## src/rtl/adder_seq_ctrl_pkg.sv

```systemverilog
// Shared types and constants for the serial 2-bit-slice adder controller.
package adder_seq_ctrl_pkg;

   localparam int SLICE_W = 2;

   typedef enum logic [1:0] {
      IDLE = 2'd0,
      RUN  = 2'd1,
      DONE = 2'd2
   } state_t;

   // Slice index width, never narrower than one bit (WIDTH=2 has a single slice).
   function automatic int idx_width(input int width);
      return (width / SLICE_W > 1) ? $clog2(width / SLICE_W) : 1;
   endfunction

endpackage

```

## src/rtl/adder_seq_ctrl_if.sv

```systemverilog
// Request/result bundle between a requester (master) and the serial adder (slave).
interface adder_seq_ctrl_if #(parameter int WIDTH = 8);

   logic             start;
   logic [WIDTH-1:0] a;
   logic [WIDTH-1:0] b;
   logic             cin;
   logic             busy;
   logic             done;
   logic [WIDTH-1:0] sum;
   logic             cout;

   modport master (
      output start, a, b, cin,
      input  busy, done, sum, cout
   );

   modport slave (
      input  start, a, b, cin,
      output busy, done, sum, cout
   );

endinterface

```

## src/rtl/adder_seq_ctrl_adder.sv

```systemverilog
// 2-bit full-adder slice: {cout, sum} = a + b + cin.
module adder (
   input  logic [1:0] a,
   input  logic [1:0] b,
   input  logic       cin,
   output logic [1:0] sum,
   output logic       cout
);

   assign {cout, sum} = {1'b0, a} + {1'b0, b} + {2'b00, cin};

endmodule

```

## src/rtl/adder_seq_ctrl.sv

```systemverilog
// Serial adder: computes a+b+cin two bits per cycle through a single 2-bit slice.
//
//   state | meaning
//   IDLE  | waiting for start; operands latched on the accepting edge
//   RUN   | one slice processed per edge, busy=1
//   DONE  | one-cycle done pulse, sum/cout valid; returns to IDLE
module adder_seq_ctrl
   import adder_seq_ctrl_pkg::*;
#(
   parameter int WIDTH = 8
) (
   input  logic clk,
   input  logic rst_n,
   adder_seq_ctrl_if.slave bus
);

   localparam int STEPS = WIDTH / SLICE_W;
   localparam int IDX_W = idx_width(WIDTH);
   localparam logic [IDX_W-1:0] LAST = IDX_W'(STEPS - 1);

   state_t             state;
   logic [IDX_W-1:0]   idx;
   logic               carry;
   logic [WIDTH-1:0]   sh_a;
   logic [WIDTH-1:0]   sh_b;
   logic [WIDTH-1:0]   part;
   logic [WIDTH-1:0]   part_next;
   logic [SLICE_W-1:0] slice_sum;
   logic               slice_cout;

   adder u_slice (
      .a    (sh_a[SLICE_W-1:0]),
      .b    (sh_b[SLICE_W-1:0]),
      .cin  (carry),
      .sum  (slice_sum),
      .cout (slice_cout)
   );

   // Partial result with the current slice merged in, so the final edge can
   // load sum directly without waiting an extra cycle.
   always_comb begin
      part_next = part;
      part_next[SLICE_W*int'(idx) +: SLICE_W] = slice_sum;
   end

   always_ff @(posedge clk) begin
      if (!rst_n) begin
         state    <= IDLE;
         idx      <= '0;
         carry    <= 1'b0;
         sh_a     <= '0;
         sh_b     <= '0;
         part     <= '0;
         bus.busy <= 1'b0;
         bus.done <= 1'b0;
         bus.sum  <= '0;
         bus.cout <= 1'b0;
      end else begin
         case (state)
            IDLE: begin
               bus.done <= 1'b0;
               if (bus.start) begin
                  sh_a     <= bus.a;
                  sh_b     <= bus.b;
                  carry    <= bus.cin;
                  idx      <= '0;
                  state    <= RUN;
                  bus.busy <= 1'b1;
               end
            end
            RUN: begin
               part  <= part_next;
               carry <= slice_cout;
               sh_a  <= sh_a >> SLICE_W;
               sh_b  <= sh_b >> SLICE_W;
               idx   <= idx + 1'b1;
               if (idx == LAST) begin
                  bus.sum  <= part_next;
                  bus.cout <= slice_cout;
                  bus.busy <= 1'b0;
                  bus.done <= 1'b1;
                  state    <= DONE;
               end
            end
            DONE: begin
               bus.done <= 1'b0;
               state    <= IDLE;
            end
            default: begin
               bus.busy <= 1'b0;
               bus.done <= 1'b0;
               state    <= IDLE;
            end
         endcase
      end
   end

endmodule

```

## src/flat_wrapper.sv

```systemverilog
// flat-port wrapper written by rule: the top's interface ports become plain ports
module adder_seq_ctrl_flat import adder_seq_ctrl_pkg::*;
#(
   parameter int WIDTH = 8
)
  (clk, rst_n, bus_start, bus_a, bus_b, bus_cin, bus_busy, bus_done, bus_sum, bus_cout);
  adder_seq_ctrl_if #(.WIDTH(WIDTH)) bus_i ();
  input  logic clk;
  input  logic rst_n;
  input wire logic [$bits(bus_i.start)-1:0] bus_start;
  input wire logic [$bits(bus_i.a)-1:0] bus_a;
  input wire logic [$bits(bus_i.b)-1:0] bus_b;
  input wire logic [$bits(bus_i.cin)-1:0] bus_cin;
  output wire logic [$bits(bus_i.busy)-1:0] bus_busy;
  output wire logic [$bits(bus_i.done)-1:0] bus_done;
  output wire logic [$bits(bus_i.sum)-1:0] bus_sum;
  output wire logic [$bits(bus_i.cout)-1:0] bus_cout;
  assign bus_i.start = bus_start;
  assign bus_i.a = bus_a;
  assign bus_i.b = bus_b;
  assign bus_i.cin = bus_cin;
  assign bus_busy = bus_i.busy;
  assign bus_done = bus_i.done;
  assign bus_sum = bus_i.sum;
  assign bus_cout = bus_i.cout;
  adder_seq_ctrl #(.WIDTH(WIDTH)) u_core (.clk(clk), .rst_n(rst_n), .bus(bus_i));
endmodule
```

## config.mk

```make
export PLATFORM = sky130hd
export DESIGN_NAME = adder_seq_ctrl_flat
export DESIGN_NICKNAME = d
export VERILOG_FILES = /design/src/rtl/adder_seq_ctrl_pkg.sv /design/src/rtl/adder_seq_ctrl_if.sv /design/src/rtl/adder_seq_ctrl_adder.sv /design/src/rtl/adder_seq_ctrl.sv /design/src/flat_wrapper.sv
export SDC_FILE = /design/constraint.sdc
export NUM_CORES = 1
export LEC_CHECK = 0
export CORE_UTILIZATION = 30
export DETAILED_ROUTE_END_ITERATION = 16
export GPL_TIMING_DRIVEN = 0
export HOLD_SLACK_MARGIN = 0.06
export SYNTH_ARGS = -nofsm -noshare
export SYNTH_HDL_FRONTEND = slang
export SYNTH_SLANG_ARGS = --single-unit
```

## constraint.sdc

```tcl
create_clock -name clk -period 3.16 [get_ports clk]
set_clock_uncertainty 0.2 [all_clocks]
set_input_delay 0.474 -clock clk [delete_from_list [all_inputs] [get_ports clk]]
set_output_delay 0.474 -clock clk [all_outputs]
set_load 0.02 [all_outputs]
```

; After elaboration in Yosys (flattened, before gate mapping)
; Index checks and enable logic that the tools add are counted.
[classes]
n_eq_ne = 5
n_reduce_logical = 7
magnitude_cmp = 0
multipliers = 0
muxes = 15
shift = 2
addsub = 4
n_div = 0
n_bitwise = 1
[op_table]
columns = op, count
row1 = negation 3 -> 33 bit, 1
row2 = "variable shift 2 x 33 -> 8 bit, first input constant", 1
row3 = indexed part select 2 x 33 -> 8 bit, 1
row4 = one-hot mux 8 bit (2 select lines), 2
row5 = 2-to-1 mux 8 bit, 2
row6 = bitwise mux 8 bit, 1
row7 = one-hot mux 2 bit (2 select lines), 2
row8 = AND reduction 2 bit, 4
row9 = 2-to-1 mux 2 bit, 3
row10 = "equality test 2 bit, second input constant", 2
row11 = adder 2 x 2 -> 3 bit, 1
row12 = adder 3 x 1 -> 3 bit, 1
row13 = 2-to-1 mux 1 bit, 3
row14 = one-hot mux 1 bit (3 select lines), 1
row15 = AND reduction 3 bit, 1
row16 = "adder 2 x 1 -> 2 bit, second input constant", 1
row17 = "equality test 2 x 1 -> 1 bit, second input constant", 1
row18 = logical NOT 2 bit, 1
row19 = "!= test 2 x 1 -> 1 bit, second input constant", 1
row20 = "!= test 2 bit, second input constant", 1
row21 = one-hot mux 1 bit (2 select lines), 1
row22 = nonzero test 2 bit, 1
row23 = inverter 1 bit, 1
[word_totals]
rom_bits = 0
memories = 0
reg_bits = 40
ram_bits = 0
in_bits = 20
latchBits = 0
out_inout_bits = 11
wordCells = 44

; Depth between registers and ports, before layout
[depth]
ltp_word = 4
depth_mapped = 5
mapped_depth_nobuf = 5

; Hierarchy
; Synthesis repeated with hierarchy kept, for this count alone.
[unflattened]
cells_unflattened = 213
area_unflattened_um2 = 1884.3
[by_module_without_submodules]
columns = module, cells_each, instances, area_per_inst_um2, seq_area_each_um2
row1 = adder_seq_ctrl, 203, 1, 1814.2, 800.8
row2 = adder, 10, 1, 70.1, 0.0

; Worst setup path after synthesis
; OpenSTA, ideal clock, no wires.
[synth_path]
kind = register to register
start = register u_core.sh_b[0]
end = register u_core.bus.sum[1]
period_less_slack_ns = 1.947
required_ns = 2.837
setup_time_ns = 0.123
n_path_buf = 1
path_stages_with_launch = 6
slack_ns = 1.213
arrival_ns = 1.624
cell_sequence = dfxtp_1 -> fa_1 -> fa_1 -> buf_2 -> a221oi_1 -> nor2_1
[synth_via]
elab_chain_len = 4
[synth_rtl]
columns = item, line
row1 = start: declaration, adder_seq_ctrl.sv:25  ; logic [WIDTH-1:0] sh_b;
row2 = start signal: assignment, adder_seq_ctrl.sv:64  ; sh_b <= bus.b;
row3 = start signal: assignment, adder_seq_ctrl.sv:75  ; sh_b <= sh_b >> SLICE_W;
row4 = adder 2 x 2 -> 3 bit, adder_seq_ctrl_adder.sv:10  ; assign {cout, sum} = {1'b0, a} + {1'b0, b} + {2'b00, cin};
row5 = adder 3 x 1 -> 3 bit, adder_seq_ctrl_adder.sv:10
row6 = indexed part select 2 x 33 -> 8 bit, adder_seq_ctrl.sv:43  ; part_next[SLICE_W*int'(idx) +: SLICE_W] = slice_sum;
row7 = bitwise mux 8 bit, adder_seq_ctrl.sv:43
row8 = end signal: assignment, adder_seq_ctrl.sv:78  ; bus.sum <= part_next;
row9 = end: declaration, adder_seq_ctrl_if.sv:20  ; output busy, done, sum, cout
; Every way passes these cells.
; A chain may end at the register's enable or synchronous reset.

; Worst setup path after layout
[layout_path]
start = register u_core.sh_b[0]
end = register u_core.bus.sum[5]
; The elaborated chain is that of the path after synthesis.

==> metrics.log <==
[metrics] Initial DRC Count: 84
[metrics] number of resized instances in the post-cts repair step: 0
[metrics] remaining design rule violation count: 0
[metrics] wire length of the first global-routing pass: 7.04 mm
[metrics] Post-synth EDFFs: 0
[metrics] width of the chip: 80.3 um
[metrics] post-synthesis simple-gate area fraction: 0.224
[metrics] Final Wtd Congestion: 0.796
[metrics] static leakage: 0.898 nW
[metrics] number of distinct standard cells referenced by the synthesized netlist: 31
[metrics] row cnt: 28
[metrics] gr busiest metal: met2
[metrics] total number of yosys warnings: 0
[metrics] max_cap viols: 0
[metrics] DP Cell Count: 308
[metrics] total iterations of the first detailed-routing run: 4
[metrics] area occupied by multi-input gates: 941 sq um
[metrics] combined flip-flop and latch cell area: 801 sq um
[metrics] area share of the largest cell type after synthesis: 0.435
[metrics] initial cell density of the core: 0.311
[metrics] global-route total usage across every layer: 0.143
[metrics] routed via count: 1571
[metrics] area of the die: 6450 sq um
[metrics] accumulated negative setup slack: 0 ns
[metrics] Post-DP HPWL: 2.90 mm
[metrics] ranking of synthesized cells by area: dfxtp_1 44%, nand2_1 6.1%, o21ai_0 6.0%
[metrics] clock latency on the worst-skew pair: 0.29 ns
[metrics] transition time at the pin with the least slew margin: 0.431 ns
[metrics] worst setup path category: flop to flop
[metrics] vias per std cell: 4.99
[metrics] final count of negative-setup-slack endpoints: 0
[metrics] number of max-slew violations in the final report: 0
[metrics] number of buffers inserted by post-CTS setup repair: 0
[metrics] type of origin of the critical path: flop
[metrics] outcome: completed
[metrics] multiplexer area fraction after synthesis: 0
[metrics] combinational family with the most area after synthesis: compound AO/OA/AOI/OAI gates
[metrics] final period utilization: 0.660
[metrics] number of H-tree levels: 2
[metrics] data arrival at the endpoint of the critical path: 2.06 ns
[metrics] Final Critical Period: 2.09 ns
[metrics] count of non-filler cells in the finished layout: 315
[metrics] floorplan core area: 5920 sq um
[metrics] antenna-violating nets left: 0
[metrics] met2 demand-to-capacity share in global routing: 0.217
[metrics] area fraction in compound gates after synthesis: 0.224
[metrics] synthesized netlist net count: 232
[metrics] Primary FF master, synth: dfxtp_1
[metrics] clock tree from TritonCTS: built
[metrics] ant diodes: 0
[metrics] Max clock buf depth: 2
[metrics] instance count of the mapped netlist: 204
[metrics] CTS buffer count: 5
[metrics] die extent in y: 80.3 um
[metrics] synthesized area divided by synthesized cell count: 9.02 sq um
[metrics] IO Count: 31
[metrics] pwr/cell area: 461 nW/um^2
[metrics] maximum number of pins on one net before global-route repair: 12
[metrics] vias in the first global route: 1443
[metrics] highest clock rate: 479 MHz
[metrics] Worst Hold Margin: 0.271 ns
[metrics] adder and majority gate portion of the synthesized area: 0.0625
[metrics] number of nets in the layout: 268
[metrics] global-route track usage on met1: 0.192
[metrics] Yosys reg bits: 40
[metrics] met3 Use GR: 0.0352
[metrics] sequential share of the synthesized area: 0.435
[metrics] path class of the lowest-slack min-delay path: flop to flop
[metrics] maximum vdd drop: 0.279 mV
[metrics] total routed wirelength: 4.15 mm
[metrics] clock input transition at the sequential cells of the worst setup and hold paths: 0.08 ns
[metrics] most numerous cell in the Yosys netlist: dfxtp_1
[metrics] fill cell instance count of the final layout: 610
[metrics] clock sink count: 40
[metrics] share of layout cells above drive strength 1: 0.104
[metrics] area grow syn2layout: 26.1%
[metrics] RSZ-0062 raised after global routing: false
[metrics] top cells by instance count after synthesis: 40 x dfxtp_1, 30 x nand2_1, 22 x o21ai_0
[metrics] summed instance area of the synthesized netlist: 1840 sq um
[metrics] Synth async-reset ratio: 0
[metrics] most area-hungry cell type in the Yosys netlist: dfxtp_1
[metrics] total of buffers placed on input and output ports: 29
[metrics] quantity of hold-fixing buffers added after cts: 0
[metrics] antenna violations before repair: 0
[metrics] total grt overflow: 0
[metrics] Clock Root Buffer: clkbuf_8
[metrics] parity-gate share of the synthesized area counting xor and xnor cells: 0
[metrics] critical path endpoint category: flop
[metrics] relative max-transition margin: 0.713
[metrics] required time worst endpoint: 3.14 ns
[metrics] final hold vios: 0
[metrics] Max FO, Critical Path: 8
[metrics] average detailed-routed wire length per instance: 13.2 um
[through the flow]
stage	worst slack, ns	cell area, sq um	utilization	total power [mW]
after CTS	1.06	2320	0.392	1.08
after global placement	1.10	2220	0.376	0.709
after detailed placement	1.07	2220	0.376	0.711
final	1.07	2320	0.392	1.07
after global routing	0.961	2320	0.392	1.13
after floorplan	1.21	1840	-	0.651
[state kept, by name (all words and copies together), names as in the netlist]
name and flops:
u_core.sh_a 8, u_core.part 8, u_core.bus.sum 8, u_core.bus.cout 1
u_core.bus.done 1, u_core.idx 2, u_core.carry 1, u_core.state 2
u_core.sh_b 8, u_core.bus.busy 1
[final cells by class]
cell class / count / area share
multi-input combinational: 143 / 0.405
sequential: 40 / 0.345
timing repair buffer: 29 / 0.125
clock buffer: 7 / 0.0415
tap: 75 / 0.0404
buffer: 15 / 0.0329
inverter: 6 / 0.00970
[report_power, final]
group          total (mW)  switching (mW)  internal (mW)
combinational       0.155          0.0853         0.0700
sequential          0.543          0.0156          0.528
clock               0.372           0.178          0.195
total                1.07           0.279          0.792
[cells in the final DEF (no fill, tap or decap), types with 5 or more instances in the layout]
| cell type | instances |
|---|---|
| inv_1 | 6 |
| buf_2 | 9 |
| clkdlybuf4s50_1 | 29 |
| dfxtp_1 | 40 |
| o21ai_0 | 22 |
| ha_1 | 6 |
| a31oi_1 | 13 |
| a22oi_1 | 5 |
| a221oi_1 | 8 |
| nor2b_1 | 15 |
| clkbuf_8 | 7 |
| nand2b_1 | 5 |
| a32oi_1 | 8 |
| nand2_1 | 30 |
| nor2_1 | 9 |
[metal layers]
layer,part of all wire,wire [um],vias up
met2,0.45,1870,47
met3,0.055,230,7
li1,-,-,798
met5,0,0,-
met4,0.016,68,0
met1,0.48,1990,719
[final timing paths]
| check | from | endpoint | slack, ns | depth (start not counted) |
|---|---|---|---|---|
| max | u_core.sh_b[0] | u_core.bus.sum[5] | 1.07 | 5 |
| min | u_core.bus.cout | u_core.bus.cout | 0.27 | 2 |
| max reg2reg | u_core.sh_b[0] | u_core.bus.sum[5] | 1.07 | 5 |
| min reg2reg | u_core.bus.cout | u_core.bus.cout | 0.27 | 2 |
[worst max-delay path: stages, from the launching register on]
cell and delay [ns]:
dfxtp_1 0.34, fa_1 0.43, fa_1 0.44, buf_2 0.19
a221oi_1 0.30, nor2_1 0.08
[cells by family (layout without fill, tap and decap cells)]
group                      count (synthesis)  after routing
and+or+nand+nor                           73             73
adders and majority gates                  8              8
DFF                                       40             40
buffers and inverters                     21             57
AOI/OAI and AO/OA                         62             62
Power figures use the tool's default switching activity.
